File: config.mk
export PLATFORM = sky130hd
export DESIGN_NAME = fetch_align_queue
export DESIGN_NICKNAME = d
export VERILOG_FILES = /design/src/rtl/fetch_align_queue.sv
export SDC_FILE = /design/constraint.sdc
export NUM_CORES = 1
export LEC_CHECK = 0
export CAP_MARGIN = 20
export CORE_MARGIN = 2
export CORE_UTILIZATION = 53
export CTS_CLUSTER_SIZE = 20
export DETAILED_ROUTE_END_ITERATION = 10
export PLACE_DENSITY_LB_ADDON = 0.12
export REMOVE_ABC_BUFFERS = 1
export SLEW_MARGIN = 10
export SYNTH_ARGS = -nofsm -noshare
export SYNTH_HDL_FRONTEND = slang
export SYNTH_SLANG_ARGS = --single-unit
export TNS_END_PERCENT = 10
File: constraint.sdc
create_clock -name clk -period 3.27 [get_ports clk]
set_input_delay 0.327 -clock clk [delete_from_list [all_inputs] [get_ports clk]]
set_output_delay 0.327 -clock clk [all_outputs]
set_load 0.01 [all_outputs]
File: src/rtl/fetch_align_queue.sv
// rtl/fetch_align_queue.sv - word prefetch queue with halfword realigner for RVC fetch
module fetch_align_queue #(
  parameter logic [31:0] BOOT_ADDRESS = 32'h0000_0000,
  parameter int unsigned FIFO_DEPTH   = 4
) (
  input  logic        clk,
  input  logic        rst_n,
  input  logic        redirect_i,
  input  logic [31:0] redirect_pc_i,
  output logic        fetch_req_o,
  output logic [31:0] fetch_addr_o,
  input  logic        fetch_ack_i,
  input  logic [31:0] fetch_data_i,
  output logic        instr_valid_o,
  input  logic        instr_ready_i,
  output logic [31:0] instr_o,
  output logic [31:0] instr_pc_o,
  output logic        instr_is_compressed_o,
  output logic        queue_empty_o
);

  localparam int PTR_W = $clog2(FIFO_DEPTH);
  localparam int CNT_W = PTR_W + 1;
  localparam logic [CNT_W-1:0] DEPTH_C = CNT_W'(FIFO_DEPTH);

  logic [31:0]      q_data [FIFO_DEPTH];
  logic [29:0]      q_addr [FIFO_DEPTH];
  logic [PTR_W-1:0] rd_ptr, wr_ptr;
  logic [CNT_W-1:0] count, count_nxt;
  logic [31:0]      fetch_pc;
  logic             align_half, align_nxt;
  logic             discard;

  logic        ack_evt, push, do_pop, issue, slot_free;
  logic        have_instr, pop;
  logic [31:0] cand;
  logic [31:0] h_data;
  logic [29:0] h_addr;
  logic [15:0] n_lo;
  logic        unused_pc_bit;

  assign unused_pc_bit = redirect_pc_i[0];

  assign h_data = q_data[rd_ptr];
  assign h_addr = q_addr[rd_ptr];
  assign n_lo   = q_data[rd_ptr + PTR_W'(1)][15:0];

  // Responses arriving while a discard is pending, or coinciding with a redirect, are dropped.
  assign ack_evt = fetch_req_o & fetch_ack_i;
  assign push    = ack_evt & ~discard & ~redirect_i;

  always_comb begin
    have_instr = 1'b0;
    pop        = 1'b0;
    align_nxt  = align_half;
    cand       = '0;
    if (count != '0) begin
      if (!align_half) begin
        have_instr = 1'b1;
        if (h_data[1:0] != 2'b11) begin
          cand      = {16'h0, h_data[15:0]};
          align_nxt = 1'b1;
        end else begin
          cand = h_data;
          pop  = 1'b1;
        end
      end else if (h_data[17:16] != 2'b11) begin
        have_instr = 1'b1;
        cand       = {16'h0, h_data[31:16]};
        pop        = 1'b1;
        align_nxt  = 1'b0;
      end else if (count >= CNT_W'(2)) begin
        // Straddling 32-bit instruction: low half lives in the upper half of H.
        have_instr = 1'b1;
        cand       = {n_lo, h_data[31:16]};
        pop        = 1'b1;
      end
    end
  end

  assign slot_free = ~instr_valid_o | instr_ready_i;
  assign issue     = have_instr & slot_free & ~redirect_i;
  assign do_pop    = issue & pop;
  assign count_nxt = count + CNT_W'(push) - CNT_W'(do_pop);

  always_ff @(posedge clk) begin
    if (push) begin
      q_data[wr_ptr] <= fetch_data_i;
      q_addr[wr_ptr] <= fetch_addr_o[31:2];
    end
  end

  always_ff @(posedge clk) begin
    if (!rst_n) begin
      fetch_req_o  <= 1'b0;
      fetch_addr_o <= {BOOT_ADDRESS[31:2], 2'b00};
      fetch_pc     <= {BOOT_ADDRESS[31:2], 2'b00};
      discard      <= 1'b0;
    end else begin
      if (ack_evt) begin
        fetch_req_o <= 1'b0;
      end else if (!fetch_req_o && (redirect_i || count < DEPTH_C)) begin
        fetch_req_o  <= 1'b1;
        fetch_addr_o <= redirect_i ? {redirect_pc_i[31:2], 2'b00} : fetch_pc;
      end

      // Only one response can ever be outstanding, so a single pending discard suffices.
      if (ack_evt)
        discard <= 1'b0;
      else if (redirect_i && fetch_req_o)
        discard <= 1'b1;

      if (redirect_i)
        fetch_pc <= {redirect_pc_i[31:2], 2'b00};
      else if (push)
        fetch_pc <= fetch_pc + 32'd4;
    end
  end

  always_ff @(posedge clk) begin
    if (!rst_n) begin
      rd_ptr     <= '0;
      wr_ptr     <= '0;
      count      <= '0;
      align_half <= BOOT_ADDRESS[1];
    end else if (redirect_i) begin
      rd_ptr     <= '0;
      wr_ptr     <= '0;
      count      <= '0;
      align_half <= redirect_pc_i[1];
    end else begin
      if (push)
        wr_ptr <= wr_ptr + PTR_W'(1);
      if (do_pop)
        rd_ptr <= rd_ptr + PTR_W'(1);
      count <= count_nxt;
      if (issue)
        align_half <= align_nxt;
    end
  end

  always_ff @(posedge clk) begin
    if (!rst_n) begin
      instr_valid_o <= 1'b0;
      instr_o       <= '0;
      instr_pc_o    <= BOOT_ADDRESS & ~32'h1;
    end else if (redirect_i) begin
      instr_valid_o <= 1'b0;
    end else if (issue) begin
      instr_valid_o <= 1'b1;
      instr_o       <= cand;
      instr_pc_o    <= {h_addr, align_half, 1'b0};
    end else if (slot_free) begin
      instr_valid_o <= 1'b0;
    end
  end

  assign instr_is_compressed_o = (instr_o[1:0] != 2'b11);
  assign queue_empty_o         = (count == '0);

endmodule
## Word-level counts from Yosys, hierarchy flattened

Memory sizes are Yosys's and may differ from the RTL's. A register that Yosys moved wholly into a read port is not among the register bits.
Index checks and enable logic that the tools add are counted.

- Register bits after elaboration: 138
- Bits in latches: 0
- Bits in writable memories: 248
- ROM bits: 0
- Bits of input ports: 69
- Output and inout port bits: 100
- Word-level logic and storage cells: 79
- Memories: 2

Memories:

| name | words | width | rd ports | clocked after memory_dff | wr ports | line | source |
|---|---|---|---|---|---|---|---|
| q_data | 4 | 32 | 2 | 1 | 1 | 26 | `logic [31:0] q_data [FIFO_DEPTH];` |
| q_addr | 4 | 30 | 1 | 1 | 1 | 27 | `logic [29:0] q_addr [FIFO_DEPTH];` |

- Add/subtract/negate cells: 5
- Multiply operators: 0
- Divide/modulo/power cells: 0
- Magnitude comparators: 2
- Eq/ne operators: 3
- Shifts and indexed selects: 0
- Mux-type cells: 27
- Bitwise logic cells: 12
- Reductions and logical operators: 16

Operator list:

| cell | count |
|---|---|
| 2-to-1 mux 32 bit | 8 |
| adder 32 x 3 -> 32 bit (second input constant) | 1 |
| 2-to-1 mux 1 bit | 17 |
| nonzero test 2 bit | 4 |
| AND 1 bit | 6 |
| != test 2 bit (second input constant) | 3 |
| AND reduction 2 bit | 3 |
| inverter 1 bit | 5 |
| adder 2 x 1 -> 2 bit (second input constant) | 2 |
| 2-to-1 mux 2 bit | 2 |
| OR reduction 2 bit | 2 |
| adder 3 x 1 -> 3 bit | 1 |
| >= comparator 3 x 2 -> 1 bit (second input constant) | 1 |
| logical NOT 3 bit | 1 |
| less-than comparator 3 bit (second input constant) | 1 |
| nonzero test 3 bit | 1 |
| subtractor 3 x 1 -> 3 bit | 1 |
| logical AND 1 bit | 2 |
| logical NOT 1 bit | 2 |
| logical OR 1 bit | 1 |
| bitwise OR 1 bit | 1 |

## Depth between registers and ports, before layout

- Depth after elaboration: 10
- Depth in mapped cells: 11
- Mapped depth without buffers: 10

## Worst setup path after synthesis

No wires, ideal clock.

- Path type: reg-to-reg
- From: reg fetch_req_o
- To: mem q_addr[0][0] (enable)
- Setup time: 427 ps
- Arrival time: 2599 ps
- Data required time: 2843 ps
- Setup slack: 244 ps
- Cell stages (with the launch flop): 5
- Buffers on the path: 2
- Clock period less this slack: 3026 ps
- Path through: dfxtp_1 > and3b_1 > buf_2 > clkbuf_1 > and3_1

- Longest elaborated chain between the ends: 5

Ends and longest elaborated chain:

| what | line | source |
|---|---|---|
| start, declared | 10 | `output logic fetch_req_o,` |
| start signal, assigned | 95 | `fetch_req_o <= 1'b0;` |
| start signal, assigned | 101 | `fetch_req_o <= 1'b0;` |
| start signal, assigned | 103 | `fetch_req_o <= 1'b1;` |
| AND 1 bit | 49 | `assign ack_evt = fetch_req_o & fetch_ack_i;` |
| AND 1 bit (2 in series) | 50 | `assign push = ack_evt & ~discard & ~redirect_i;` |
| 2-to-1 mux 1 bit | 87 | `if (push) begin` |
| 2-to-1 mux 1 bit (implied by the code) | 89 | `q_addr[wr_ptr] <= fetch_addr_o[31:2];` |
| end, declared | 27 |  |

Every way passes these cells.

==> impl_metrics.py <==
metrics = {
    "timing": {
        "layout_setup_ws_ps": 579,
        "setup_violations": 0,
        "fmax_ghz": 0.372,
        "holdWs_ps": 354,
        "finClkSkew_ps": 20.1,
        "drv_slew": 0,
        "finalCritPeriodShare_pct": 82.3,
        "hold_viol": 0,
        "rsz0062_at_grt": "false",
        "worst_slew_pin_slew_ps": 880,
        "period_needed_ps": 2690,
        "max_slew_margin_pct": 41.3,
    },
    "place": {
        "io_buffers": 164,
        "pre_cts_ws_ps": 359,
        "gp_congestion": 0.794,
        "dp_hpwl_mm": 22.0,
        "dp_cells": 1584,
    },
    "clocking": {
        "cts.sinks": 384,
        "cts_max_path_buffers": 3,
        "hold_buffers": 0,
        "cts.reportedPaths.clkPinSlew_ps": 60,
        "cts_made_buffers": 40,
        "htree_num_levels": 2,
        "post_cts_buffers": 0,
        "cts_resized": 0,
        "cts_tree": "yes",
        "clk_latency_ps": 540,
        "cts_root_buffer": "clkbuf_16",
    },
    "logic_synthesis": {
        "async_reset_ff_share_pct": 0,
        "synth_enable_flop_cells": 248,
        "synth_ff_type": "edfxtp_1",
        "syn_area_per_cell_um2": 14.3,
        "synth_cell_types": 55,
        "yosysMostFrequentCell": "edfxtp_1",
        "ys_ff_latch": 384,
        "yosys.area.top_type_share_pct": 48.1,
        "synth_commonest_cells": "edfxtp_1 (248), dfxtp_1 (136), nand2_1 (102)",
        "yosys_warnings": 0,
        "synth_cells": 1082,
        "synthTopCellsByArea": "edfxtp_1 (48%), dfxtp_1 (18%), mux4_2 (11%), a21oi_1 (3.1%), mux2i_1 (2.5%)",
        "synth_area_mm2": 0.0155,
        "synth-seq-area-share_pct": 65.7,
        "synth_area_leader_cell": "edfxtp_1",
    },
    "power": {
        "p_switching_mw": 2.18,
        "intPower_mw": 8.08,
        "clkPwrFrac_pct": 42.0,
        "swShare_pct": 21.2,
        "powerDensity_mw_per_mm2": 543,
        "pwr-share-seq_pct": 52.4,
        "irDropWorstVdd_mv": 0.444,
        "power.total_mw": 10.3,
        "combPwrFrac_pct": 5.5,
        "p_leak_nw": 6.09,
    },
    "global_routing": {
        "antenna_found_initial": 1,
        "grt_usage_pct": 23.1,
        "first_global_vias": 9596,
        "overflow": 0,
        "grt_max_degree": 69,
        "grt_pass1_wl_mm": 54.1,
    },
    "die": {
        "start_util_pct": 53.9,
        "die_height_um": 175,
        "io_pins": 169,
        "die_area_mm2": 0.0306,
        "std_cell_rows": 62,
        "fp.dieW_um": 175,
        "core_area_mm2": 0.0287,
    },
    "worst_setup_path": {
        "path_class": "reg2reg",
        "cp.required_ps": 3680,
        "cpPeakStageDelay_ps": 580,
        "critPathMaxFanout": 11,
        "reg2reg_depth": 9,
        "r2r_slack_ps": 580,
        "endpoint_kind": "flip-flop",
        "start_kind": "flip-flop",
        "slowest_stage": "mux4_2",
        "cp.arrival_ps": 3100,
        "r2r_end": "count[2]",
        "path_cells": "mux4_2 -> a311oi_2 -> ha_1 -> inv_1 -> ha_1 -> inv_1 -> fa_1 -> xnor2_1 -> nor2_1",
    },
    "route": {
        "vias": 9603,
        "wire_per_inst_um": 21.0,
        "viasPerCell": 5.80,
        "drc": 0,
        "detail_route.first_pass.iterations": 5,
        "initialDrtViolationCount": 844,
        "drt_wl_total_mm": 34.8,
        "ant_nets": 0,
    },
    "final_layout": {
        "fillers": 2128,
        "layout-drive-gt1-share_pct": 14.8,
        "final_nets": 1320,
        "synthToLayoutAreaGrowth_pct": 22.0,
        "fin_cells": 1657,
        "antenna_cells": 0,
    },
    "min_path": {
        "whs_path_depth": 4,
        "worstHoldEndpoint": "align_half",
        "hp-start": "redirect_i",
        "worst_hold_path_type": "in2reg",
    },
    "run": {
        "maxCapViolations": 0,
    },
    "run_status": {
        "status": "complete, no violations",
    },
}
==> cells in the final DEF (no fill, tap or decap), types with 5 or more instances in the layout <==
| cell type | synthesis | layout |
|---|---|---|
| a211oi_1 | 40 | 40 |
| a21oi_1 | 97 | 96 |
| a311oi_1 | 6 | 6 |
| buf_12 | 0 | 8 |
| buf_4 | 7 | 24 |
| clkbuf_1 | 46 | 12 |
| clkbuf_16 | 0 | 41 |
| clkbuf_8 | 0 | 6 |
| clkdlybuf4s50_1 | 0 | 162 |
| clkinv_2 | 0 | 6 |
| dfxtp_1 | 136 | 132 |
| edfxtp_1 | 248 | 248 |
| ha_1 | 8 | 8 |
| inv_1 | 10 | 10 |
| mux2i_1 | 39 | 39 |
| mux4_2 | 77 | 77 |
| nand2_1 | 102 | 102 |
| nand3_1 | 14 | 14 |
| nand4_1 | 6 | 6 |
| nand4b_1 | 16 | 16 |
| nor2_1 | 63 | 63 |
| nor2b_1 | 5 | 5 |
| nor3_1 | 16 | 16 |
| o21ai_0 | 21 | 21 |
| o21ai_1 | 18 | 18 |
| xnor2_1 | 25 | 25 |
==> power by group through the flow <==
stage / combinational [mW] / sequential, mW / clock (mW)
finish: 0.567 / 5.38 / 4.31
floorplan: 0.232 / 5.48 / 0
global route: 0.616 / 5.39 / 4.60
detailed placement: 0.570 / 5.48 / 0
global placement: 0.563 / 5.48 / 0
CTS: 0.573 / 5.38 / 4.39
==> sequential cells by signal, summed over array words and instances (netlist names), named ones only <==
| name | cells |
|---|---|
| instr_o | 32 |
| q_addr | 120 |
| wr_ptr | 2 |
| fetch_pc | 30 |
| fetch_addr_o | 30 |
| align_half | 1 |
| instr_valid_o | 1 |
| instr_pc_o | 31 |
| rd_ptr | 2 |
| discard | 1 |
| q_data | 128 |
| count | 3 |
| fetch_req_o | 1 |
==> how the worst max path moves through the flow <==
stage / start / end / slack [ps] / depth (start not counted)
detailed placement: instr_ready_i / count[2] / 360 / 11
floorplan: flip-flop / instr_o[10] / -1050 / 4
CTS: flip-flop / count[2] / 560 / 9
global route: flip-flop / count[2] / 470 / 9
finish: flip-flop / count[2] / 580 / 9
global placement: instr_ready_i / count[2] / 410 / 11
==> cell families after synthesis <==
logic type | count (synthesis) | synth area share, %
xor+xnor | 27 | 1.53
fa+ha+maj | 9 | 0.776
other cells | 1 | 0.0242
simple gates | 253 | 7.95
flops | 384 | 65.7
buf+inv | 92 | 2.61
mux | 116 | 13.7
compound gates | 200 | 7.68
==> stage by stage <==
| step | setup TNS, ps | utilization, % | cell area, um^2 |
|---|---|---|---|
| after CTS | 0 | 65.8 | 18900 |
| after global routing | 0 | 65.8 | 18900 |
| after detailed placement | 0 | 61.4 | 17600 |
| after floorplan | -65180 | - | 15100 |
| final | 0 | 65.8 | 18900 |
| after global placement | 0 | 61.4 | 17600 |
==> critical path, delay by kind of cell, from the launching register on <==
| kind | cells | cell delay, ps |
|---|---|---|
| muxes | 1 | 580 |
| buffers and inverters | 2 | 110 |
| DFF | 1 | 530 |
| and+or+nand+nor | 1 | 50 |
| adders and majority gates | 3 | 800 |
| AOI/OAI and AO/OA | 1 | 350 |
| xor gates and xnor gates | 1 | 170 |
==> final cells by class <==
class                   count  area (um^2)  area share, %
clock buffers              59         1150           6.11
repair buffers            196         1970           10.4
well taps                 384          480           2.54
clock inverters            14          103          0.543
multi-input cells         608         4960           26.2
inverters                  12         46.3          0.245
flip-flops and latches    384        10200           53.9
==> layer usage <==
layer	wire length, um	track usage [%]	vias up
li1	-	-	4471
met1	14600	30.4	4787
met2	17700	39.9	297
met3	1970	4.24	46
met4	541	5.76	2
met5	11	0	-
Note: power is estimated with default switching activity, not from simulation.
